**src/rtl/irs_readout_scheduler.sv**
```systemverilog
// irs_readout_scheduler: sequences block readout across up to four IRS stacks.
// Starts each selected stack's readout controller in ascending order and
// merges the per-stack data streams into one tagged output stream.
// Optional build macro IRS_READOUT_TIMEOUT_EN adds a per-stack watchdog that
// aborts a stalled controller and flags err_o.
module irs_readout_scheduler #(
   parameter int unsigned NUM_STACKS     = 4,
   parameter int unsigned RELEASE_CYCLES = 2,
   parameter int unsigned TIMEOUT_CYCLES = 4096
) (
   input  logic                     clk_i,
   input  logic                     rst_n_i,
   input  logic                     req_i,
   input  logic [NUM_STACKS-1:0]    stack_mask_i,
   input  logic [7:0]               ch_mask_i,
   output logic                     busy_o,
   output logic                     ack_o,
   output logic                     err_o,
   output logic [NUM_STACKS-1:0]    rd_start_o,
   output logic [7:0]               rd_ch_sel_o,
   input  logic [12*NUM_STACKS-1:0] rd_dat_i,
   input  logic [NUM_STACKS-1:0]    rd_valid_i,
   input  logic [NUM_STACKS-1:0]    rd_done_i,
   output logic [11:0]              dat_o,
   output logic [1:0]               stack_o,
   output logic                     valid_o,
   output logic                     last_o
);

   if (NUM_STACKS < 1 || NUM_STACKS > 4 || TIMEOUT_CYCLES > 65535) begin : g_param_check
      $error("irs_readout_scheduler: illegal NUM_STACKS or TIMEOUT_CYCLES");
   end

   localparam logic [2:0] S_IDLE    = 3'd0;
   localparam logic [2:0] S_SELECT  = 3'd1;
   localparam logic [2:0] S_START   = 3'd2;
   localparam logic [2:0] S_WAIT    = 3'd3;
   localparam logic [2:0] S_RELEASE = 3'd4;
   localparam logic [2:0] S_FINISH  = 3'd5;

   logic [2:0]            state;
   logic [NUM_STACKS-1:0] pend;
   logic [7:0]            chm;
   logic [1:0]            k_q;
   logic [1:0]            low_k;
   logic [NUM_STACKS-1:0] k_onehot;
   logic [15:0]           rel_cnt;
   logic                  sel_valid;
   logic                  sel_done;
   logic [11:0]           sel_dat;
   logic                  abort;

   assign rd_ch_sel_o = chm;

   // Lowest pending stack, and the input lanes of the stack currently served
   always_comb begin
      low_k     = '0;
      k_onehot  = '0;
      sel_valid = 1'b0;
      sel_done  = 1'b0;
      sel_dat   = '0;
      for (int unsigned i = NUM_STACKS; i > 0; i--) begin
         if (pend[i-1]) low_k = 2'(i-1);
      end
      for (int unsigned i = 0; i < NUM_STACKS; i++) begin
         if (2'(i) == k_q) begin
            k_onehot[i] = 1'b1;
            sel_valid   = rd_valid_i[i];
            sel_done    = rd_done_i[i];
            sel_dat     = rd_dat_i[12*i +: 12];
         end
      end
   end

`ifdef IRS_READOUT_TIMEOUT_EN
   logic [15:0] wdog;

   // A valid word in the same cycle as expiry keeps the stack alive
   assign abort = (state == S_WAIT) && !sel_valid && (wdog == 16'(TIMEOUT_CYCLES));

   // Watchdog: clocks since the stack was started or last delivered a word
   always_ff @(posedge clk_i or negedge rst_n_i) begin
      if (!rst_n_i) begin
         wdog <= '0;
      end else if (state == S_START) begin
         wdog <= '0;
      end else if (state == S_WAIT) begin
         if (sel_valid)                         wdog <= '0;
         else if (wdog != 16'(TIMEOUT_CYCLES))  wdog <= wdog + 16'd1;
      end
   end

   // Sticky error flag, cleared when the next request is accepted
   always_ff @(posedge clk_i or negedge rst_n_i) begin
      if (!rst_n_i)                        err_o <= 1'b0;
      else if (state == S_IDLE && req_i)   err_o <= 1'b0;
      else if (abort)                      err_o <= 1'b1;
   end
`else
   assign abort = 1'b0;
   assign err_o = 1'b0;
`endif

   // Request sequencing: one start at a time, lowest stack first
   always_ff @(posedge clk_i or negedge rst_n_i) begin
      if (!rst_n_i) begin
         state      <= S_IDLE;
         pend       <= '0;
         chm        <= '0;
         k_q        <= '0;
         rel_cnt    <= '0;
         busy_o     <= 1'b0;
         ack_o      <= 1'b0;
         rd_start_o <= '0;
      end else begin
         ack_o <= 1'b0;
         case (state)
            S_IDLE: begin
               if (req_i) begin
                  pend   <= stack_mask_i;
                  chm    <= ch_mask_i;
                  busy_o <= 1'b1;
                  if (stack_mask_i == '0 || ch_mask_i == '0) begin
                     state <= S_FINISH;
                     ack_o <= 1'b1;
                  end else begin
                     state <= S_SELECT;
                  end
               end
            end
            S_SELECT: begin
               k_q   <= low_k;
               state <= S_START;
            end
            S_START: begin
               rd_start_o <= k_onehot;
               state      <= S_WAIT;
            end
            S_WAIT: begin
               if ((sel_valid && sel_done) || abort) begin
                  pend       <= pend & ~k_onehot;
                  rd_start_o <= '0;
                  rel_cnt    <= '0;
                  state      <= S_RELEASE;
               end
            end
            S_RELEASE: begin
               if (32'(rel_cnt) + 32'd1 >= RELEASE_CYCLES) begin
                  if (pend != '0) begin
                     state <= S_SELECT;
                  end else begin
                     state <= S_FINISH;
                     ack_o <= 1'b1;
                  end
               end else begin
                  rel_cnt <= rel_cnt + 16'd1;
               end
            end
            S_FINISH: begin
               busy_o <= 1'b0;
               state  <= S_IDLE;
            end
            default: state <= S_IDLE;
         endcase
      end
   end

   // Registered merge of the served stack's words; last only on the final stack's done
   always_ff @(posedge clk_i or negedge rst_n_i) begin
      if (!rst_n_i) begin
         valid_o <= 1'b0;
         last_o  <= 1'b0;
         dat_o   <= '0;
         stack_o <= '0;
      end else begin
         valid_o <= 1'b0;
         last_o  <= 1'b0;
         if (state == S_WAIT && sel_valid) begin
            valid_o <= 1'b1;
            dat_o   <= sel_dat;
            stack_o <= k_q;
            last_o  <= sel_done && (pend == k_onehot);
         end
      end
   end

endmodule

```
**config.mk**
```make
export PLATFORM = sky130hd
export DESIGN_NAME = irs_readout_scheduler
export DESIGN_NICKNAME = d
export VERILOG_FILES = /design/src/rtl/irs_readout_scheduler.sv
export SDC_FILE = /design/constraint.sdc
export NUM_CORES = 1
export LEC_CHECK = 0
export CORE_MARGIN = 2
export CORE_UTILIZATION = 33
export DETAILED_ROUTE_END_ITERATION = 10
export PLACE_DENSITY_LB_ADDON = 0.05
export SLEW_MARGIN = 20
export SYNTH_ARGS = -nofsm -noshare
export SYNTH_HDL_FRONTEND = slang
export SYNTH_SLANG_ARGS = --single-unit
```
**constraint.sdc**
```tcl
create_clock -name clk_i -period 1.9 [get_ports clk_i]
set_input_delay 0.38 -clock clk_i [delete_from_list [all_inputs] [get_ports clk_i]]
set_output_delay 0.38 -clock clk_i [all_outputs]
set_load 0.03 [all_outputs]
```
# Word-level counts from Yosys, hierarchy flattened
# Cells that the tools add are included.
dict set report totals {
  ff_bits 55
  in_bits 71
  output_inout_bits 31
  wordCells 92
}
dict set report op_classes {
  addsub 2
  order_cmp 1
  eq_ne 13
  mux 43
  n_bitwise 2
  n_reduce_logical 19
}
# operator count
set ops {}
lappend ops {{two-way mux 12 bit} 4}
lappend ops {{two-way mux 16 bit} 2}
lappend ops {{case mux 16 bit (2 select lines)} 1}
lappend ops {{two-way mux 1 bit} 19}
lappend ops {{adder 16 x 1 -> 17 bit (second input constant)} 1}
lappend ops {{>= comparator 17 x 2 -> 1 bit (second input constant)} 1}
lappend ops {{adder 16 x 1 -> 16 bit (second input constant)} 1}
lappend ops {{case mux 4 bit (2 select lines)} 2}
lappend ops {{two-way mux 3 bit} 5}
lappend ops {{case mux 3 bit (5 select lines)} 1}
lappend ops {{two-way mux 4 bit} 3}
lappend ops {{AND reduction 3 bit} 3}
lappend ops {{zero test 8 bit} 1}
lappend ops {{two-way mux 2 bit} 4}
lappend ops {{!= test 2 bit (second input constant)} 4}
lappend ops {{nonzero test 2 bit} 4}
lappend ops {{== test 3 x 2 -> 1 bit (second input constant)} 2}
lappend ops {{== test 3 bit (second input constant)} 2}
lappend ops {{AND reduction 2 bit} 3}
lappend ops {{AND 4 bit} 1}
lappend ops {{== test 2 bit (first input constant)} 2}
lappend ops {{== test 4 bit} 1}
lappend ops {{zero test 4 bit} 1}
lappend ops {{NOT 4 bit} 1}
lappend ops {{8 further kinds} 11}

# Depth between registers and ports, before layout
# Gate-level depths: netlist (run 1).
dict set report logic_depth {
  word_depth 8
  depth_mapped 9
  mapped_depth_nobuf 7
}

# Worst setup path before layout (run 1)
# No wires, ideal clock.
dict set report synth_path {
  path_kind {register -> register}
  startpoint {reg rel_cnt[0]}
  endpoint {reg rel_cnt[0]}
  setup_time_ps 79
  t_arrival_ps 1862
  setup_slack_ps -41
  path_stages_with_launch 8
  n_path_buf 0
  period_less_slack_ps 1941
  path_cell_list {dfrtp_1 > ha_1 > and3_2 > nand4_1 > mux2i_1 > o211ai_1 > nor4_4 > mux2i_1}
}
dict set report synth_between {
  elab_chain_cells 4
}
# item line
set synth_rtl {}
lappend synth_rtl {{from (decl)} 47} ;# logic [15:0] rel_cnt;
lappend synth_rtl {{from (signal assigned)} 156} ;# rel_cnt <= rel_cnt + 16'd1;
lappend synth_rtl {{adder 16 x 1 -> 17 bit} 148} ;# if (32'(rel_cnt) + 32'd1 >= RELEASE_CYCLES) begin
lappend synth_rtl {{>= comparator 17 x 2 -> 1 bit} 148}
lappend synth_rtl {{!= test 2 bit (no line)} -}
lappend synth_rtl {{AND reduction 3 bit (no line)} -}
# Parallel ways exist; a longest one is shown, timed or not. The select of a mux whose other input is x is not followed.
# A chain may end at the register's enable or synchronous reset.

# Worst setup path in the final report (run 1)
# Same ends and word-level chain as after synthesis.

==> results of run 1 <==
state kept, by name, summed over array words and instances (netlist names), 2 cells and up:
| signal | count |
|---|---|
| pend | 4 |
| state | 3 |
| dat_o | 12 |
| rd_start_o | 4 |
| stack_o | 2 |
| rel_cnt | 16 |
| k_q | 2 |
| rd_ch_sel_o | 8 |
logic make-up after synthesis:
logic type	Yosys count	synth area share [%]
simple gates	83	17.5
compound gates	32	6.84
flops	55	46.7
buf+inv	17	2.55
mux	48	23.4
fa+ha+maj	6	2.55
xor+xnor	1	0.297
other cells	1	0.127
cells in the mapped netlist (2+ instances only):
cell type / count
sky130_fd_sc_hd__nand3_1: 10
sky130_fd_sc_hd__a211oi_1: 2
sky130_fd_sc_hd__mux2i_1: 6
sky130_fd_sc_hd__o21ai_0: 12
sky130_fd_sc_hd__a21oi_1: 6
sky130_fd_sc_hd__nor4_1: 3
sky130_fd_sc_hd__nor4_4: 2
sky130_fd_sc_hd__inv_1: 5
sky130_fd_sc_hd__dfrtp_1: 55
sky130_fd_sc_hd__nand2b_1: 7
sky130_fd_sc_hd__nand4_4: 2
sky130_fd_sc_hd__or3_1: 3
sky130_fd_sc_hd__mux2_2: 28
sky130_fd_sc_hd__nand2_1: 13
sky130_fd_sc_hd__nor3_1: 4
sky130_fd_sc_hd__clkbuf_1: 5
sky130_fd_sc_hd__nor2_1: 12
sky130_fd_sc_hd__nand3b_1: 2
sky130_fd_sc_hd__and2_1: 15
sky130_fd_sc_hd__nand4_1: 4
sky130_fd_sc_hd__o211ai_1: 2
sky130_fd_sc_hd__mux4_2: 14
sky130_fd_sc_hd__o22ai_1: 3
sky130_fd_sc_hd__ha_1: 6
sky130_fd_sc_hd__buf_2: 6
worst max path at each step:
stage	startpoint	end	slack [ns]
6_report	rel_cnt[0]	rel_cnt[0]	-0.1
5_1_grt	rel_cnt[0]	rel_cnt[0]	-0.20
4_1_cts	rel_cnt[0]	rel_cnt[0]	-0.1
3_5_place_dp	rd_valid_i[3]	pend[1]	-0.21
3_3_place_gp	rd_valid_i[3]	pend[3]	-0.18
2_1_floorplan	rel_cnt[0]	rel_cnt[0]	0.01
report_power, final:
part / internal, W / switching, W / leakage, nW / total (W)
sequential: 0.00156 / 0.000271 / 0.693 / 0.00184
clock: 0.000299 / 0.000417 / 0.0474 / 0.000716
combinational: 0.00162 / 0.00153 / 1.15 / 0.00314
total: 0.00348 / 0.00221 / 1.89 / 0.00569
cell type report:
cell class	count	area [um2]	share of cell area, %
clock inverters	2	16.3	0.363
well taps	108	135	3.02
clock buffers	6	82.6	1.84
multi-input cells	171	1530	34.2
flip-flops and latches	55	1380	30.9
inverters	5	18.8	0.419
repair buffers	138	1310	29.3
per-layer routing:
metal	vias to the layer above	wire length, um
met1	1194	3180
met5	-	0
li1	1168	-
met4	0	125
met3	10	282
met2	57	3780
what timing repair did:
action,CTS,global route
gates resized for setup,3,6
pin swaps,3,2
endpoints found under the setup margin,4,11
buffers inserted,1,1
metrics by stage:
stage	total power (W)	cells	setup WS [ns]	instance area (um2)
CTS	0.00574	484	-0.0964	4440
detailed placement	0.00501	475	-0.212	4330
global route	0.00608	485	-0.205	4480
floorplan	0.00366	243	0.0103	2970
global placement	0.00497	475	-0.183	4330
finish	0.00569	485	-0.0989	4480
==> impl_metrics.tcl, run 1 <==
set metrics [dict create \
    ctsHtreeMaxLevel 2 \
    cts_buffers 5 \
    route.antenna.remaining_nets 0 \
    synth_area_leaders "sky130_fd_sc_hd__dfrtp_1, sky130_fd_sc_hd__mux2_2, sky130_fd_sc_hd__mux4_2, sky130_fd_sc_hd__and2_1, sky130_fd_sc_hd__ha_1" \
    postSynthAreaPerCell_um2 12.1 \
    global_route.overflow_total 0 \
    row_count 34 \
    avgRoutedWirePerCell_um 15.2 \
    synth_ff_type "sky130_fd_sc_hd__dfrtp_1" \
    syn-instance-count 243 \
    cell_taking_the_most_area_after_synthesis "sky130_fd_sc_hd__dfrtp_1" \
    cp.arrival_ns 2.25 \
    grt_pass1_wl_mm 12.4 \
    leakagePower_nw 1.89 \
    timing.final.setup_violations 6 \
    critPathMaxStageDelay_ns 0.47 \
    grtUsageMet3_pct 2.98 \
    floorplan.initialDensity_pct 33.9 \
    crit_buf_inv 0 \
    synth_fp_nets 320 \
    reg_to_reg_slack_setup_ns -0.1 \
    area_growth_syn_to_layout_pct 52.0 \
    post_drt_via_cell_ratio 5.01 \
    max_cap_viols 0 \
    insertedDiodeCount 0 \
    fin_worst_skew_ns 0.00676 \
    grt_usage_pct 16.0 \
    design.die.area_um2 9700 \
    cts_hold_repair.buffers 0 \
    worst-setup-path-type "reg -> reg" \
    violations "hold timing, setup timing" \
    path_max_fanout 4 \
    layout.filler_cells 806 \
    worst_setup_path_end_kind "flip-flop" \
    max_clock_freq_mhz 500 \
    layout_worst_path_cycle_share_pct 105 \
    rr_startpoint "rel_cnt[0]" \
    grt_start_max_net_pins 22 \
    die-width_um 98.5 \
    rr_worst_depth 7 \
    numPortBuffers 100 \
    crit_chain "ha_4, and3_4, nand4_1, mux2i_2, o211ai_1, nor4_4, mux2i_1" \
    final_layout_size_suffix_gt1_share_pct 28.1 \
    flop_and_latch_count_out_of_synthesis 55 \
    rsz0062_at_grt "yes" \
    fin_tns_setup_ns -0.199 \
    gr-usage-met2_pct 25.9 \
    status "complete, but fails checks" \
    hold_class "in -> async" \
    final_max_slew_viol_count 0 \
    drt_pass1_iterations 4 \
    rr_endpoint "rel_cnt[0]" \
    cp_data_required_time_ns 2.15 \
    detail_route.wirelength_mm 7.37 \
    ios 102 \
    synth.distinct_cells 41 \
    area_share_of_the_largest_cell_type_after_synthesis_pct 46.7 \
    mostFrequentLayoutCells "sky130_fd_sc_hd__clkdlybuf4s50_1, sky130_fd_sc_hd__dfrtp_1, sky130_fd_sc_hd__buf_4, sky130_fd_sc_hd__mux2_2, sky130_fd_sc_hd__and2_1" \
    synth_warnings 0 \
    cellPowerDensity_nw_per_um2 1270 \
    synthArstFlopShare_pct 100 \
    gpl.final_weighted_congestion 0.867 \
    via_count 2429 \
    hpwl_mm 5.92 \
    grt-busiest-layer "met2" \
    whs_ns -0.00239 \
    clkTransAtPathRegs_ns 0.11 \
    critical_path_depth 7 \
    cts_root_buf "sky130_fd_sc_hd__clkbuf_8" \
    design.core.area_um2 8680 \
    cts_max_path_buffers 2 \
    critical_path.slowest_cell "sky130_fd_sc_hd__dfrtp_2" \
    cts.sink_count 55 \
    die_h_um 98.5 \
    layout.core_utilization_pct 51.6 \
    postLayoutSetupSlackWorst_ns -0.0989 \
    post_synth_instance_area_um2 2950 \
    drt_iter0_markers 76 \
    path_delay_family "simple AND/OR/NAND/NOR gates" \
    worst_ir_drop_vdd_mv 0.705 \
    number_of_global_route_vias_before_repair 2543 \
    gr-usage-met1_pct 21.7 \
    synth_enable_flop_cells 0 \
    drc 0 \
    timing.final.crit_period_ns 2.00 \
    timing_hold_violations_final 5 \
    final_common_cell "sky130_fd_sc_hd__clkdlybuf4s50_1" \
    timing.critical_path.from_type "flip-flop" \
    ys_seq_area_share_pct 46.7 \
    clkLatencyLatePin_ns 0.32 \
    finalNetCount 453 \
    antenna_found_initial 0 \
    tritoncts "built" \
]
(Power assumes the default switching activity.)
==> run 2: changes to the inputs <==
--- a/config.mk
+++ b/config.mk
@@ -5,10 +5,13 @@
 export SDC_FILE = /design/constraint.sdc
 export NUM_CORES = 1
 export LEC_CHECK = 0
+export CELL_PAD_IN_SITES_DETAIL_PLACEMENT = 1
+export CELL_PAD_IN_SITES_GLOBAL_PLACEMENT = 2
 export CORE_MARGIN = 2
-export CORE_UTILIZATION = 33
+export CORE_UTILIZATION = 26
 export DETAILED_ROUTE_END_ITERATION = 10
 export PLACE_DENSITY_LB_ADDON = 0.05
+export SKIP_CTS_REPAIR_TIMING = 1
 export SLEW_MARGIN = 20
 export SYNTH_ARGS = -nofsm -noshare
 export SYNTH_HDL_FRONTEND = slang
==> impl_metrics.tcl, run 2 (synthesis results as in run 1) <==
set metrics [dict create \
    status "complete, but fails checks" \
    violations "setup timing" \
    rr_worst_depth 8 \
    drc 0 \
    hpwl_mm 6.78 \
    layout_worst_path_cycle_share_pct 107 \
    final_common_cell "sky130_fd_sc_hd__clkdlybuf4s50_1" \
    timing.final.crit_period_ns 2.04 \
    die_h_um 110 \
    final_layout_size_suffix_gt1_share_pct 31.3 \
    ios 102 \
    die-width_um 110 \
    floorplan.initialDensity_pct 26.9 \
    grt_usage_pct 14.4 \
    leakagePower_nw 1.97 \
    finalNetCount 462 \
    timing.final.setup_violations 6 \
    cts.sink_count 55 \
    via_count 2510 \
    cp_data_required_time_ns 2.11 \
    reg_to_reg_slack_setup_ns -0.14 \
    rr_endpoint "rel_cnt[0]" \
    max_cap_viols 0 \
    clkTransAtPathRegs_ns 0.08 \
    post_layout_cell_count 526 \
    detail_route.wirelength_mm 8.61 \
    postLayoutSetupSlackWorst_ns -0.136 \
    timing.critical_path.from_type "flip-flop" \
    row_count 38 \
    drt_iter0_markers 83 \
    worst_ir_drop_vdd_mv 0.518 \
    numPortBuffers 100 \
    clkLatencyLatePin_ns 0.29 \
    path_max_fanout 4 \
    layout.cell_area.non_filler_um2 4660 \
    cts_max_path_buffers 2 \
    route.antenna.remaining_nets 0 \
    rr_startpoint "rel_cnt[1]" \
    post_drt_via_cell_ratio 4.77 \
    cts_root_buf "sky130_fd_sc_hd__clkbuf_16" \
    avgRoutedWirePerCell_um 16.4 \
    hold_class "in -> async" \
    gpl.final_weighted_congestion 0.728 \
    tritoncts "built" \
    worst-setup-path-type "reg -> reg" \
    final_max_slew_viol_count 0 \
    grt_start_max_net_pins 56 \
    max_clock_freq_mhz 491 \
    grt_pass1_wl_mm 14.3 \
    design.core.area_um2 10900 \
    number_of_global_route_vias_before_repair 2781 \
    antenna_found_initial 0 \
    ctsHtreeMaxLevel 2 \
    largest-register "rel_cnt" \
    largest_reg_flops 16 \
    drt_pass1_iterations 4 \
    area_growth_syn_to_layout_pct 58.2 \
    cp.arrival_ns 2.25 \
    post_dp_cell_area_um2 4410 \
    insertedDiodeCount 0 \
    rsz0062_at_grt "yes" \
    place_inst 513 \
    timing_hold_violations_final 0 \
    whs_ns 0.0845 \
    cts_buffers 5 \
    placement.setup.worst_slack_ns -0.214 \
    global_route.overflow_total 0 \
    cellPowerDensity_nw_per_um2 1280 \
    design.die.area_um2 12200 \
    fin_worst_skew_ns 0.00822 \
    mostFrequentLayoutCells "sky130_fd_sc_hd__clkdlybuf4s50_1, sky130_fd_sc_hd__dfrtp_1, sky130_fd_sc_hd__buf_4, sky130_fd_sc_hd__mux2_2, sky130_fd_sc_hd__and2_1" \
    worst_setup_path_end_kind "flip-flop" \
]
[run 2: cell types whose count changed in the layout (fill, tap and decap cells not counted), sizes merged]
cell / delta
buf: +9
[run 2: worst max path at each step]
stage | start | to | cells past startpoint
detailed placement | rd_valid_i[3] | rel_cnt[0] | 7
finish | rel_cnt[1] | rel_cnt[0] | 8
CTS | rel_cnt[1] | rel_cnt[0] | 7
global placement | rd_valid_i[3] | dat_o[6] | 5
global route | rel_cnt[1] | rel_cnt[0] | 8
floorplan | rel_cnt[0] | rel_cnt[0] | 7
[run 2: stage by stage]
step	setup TNS [ns]	power, W	util, %
finish	-0.465	0.00595	42.6
CTS	-0.840	0.00600	41.6
global placement	-5.96	0.00501	40.3
floorplan	0	0.00366	-
global route	-1.03	0.00637	42.6
detailed placement	-7.13	0.00505	40.3
[run 2: area by class of cell]
cell class | instances | area, um2
repair buffers | 147 | 1380
well taps | 140 | 175
inverters | 5 | 18.8
flip-flops and latches | 55 | 1380
clock buffers | 6 | 129
multi-input cells | 171 | 1560
clock inverters | 2 | 12.5
fillers | 1210 | 6280
[run 2: layer usage]
metal  vias up  share of wire, %  track usage [%]  wire length [um]
li1       1187                 -                -                 -
met5         -                 0                0                 0
met2        47                52             26.1              4510
met3         2               3.9             3.40               334
met4         0              0.38             3.17                33
met1      1274                43             17.4              3720
[run 2: where the power goes]
part	switching (W)	internal [W]
sequential	0.000275	0.00157
clock	0.000432	0.000489
combinational	0.00157	0.00162
[run 2: critical path, stage by stage, from the launching register on]
cell	delay (ns)
sky130_fd_sc_hd__dfrtp_2	0.46
sky130_fd_sc_hd__ha_4	0.18
sky130_fd_sc_hd__and3_4	0.18
sky130_fd_sc_hd__nand4_1	0.10
sky130_fd_sc_hd__mux2i_1	0.23
sky130_fd_sc_hd__o211ai_1	0.17
sky130_fd_sc_hd__nor4_4	0.29
sky130_fd_sc_hd__buf_4	0.17
sky130_fd_sc_hd__mux2i_1	0.17
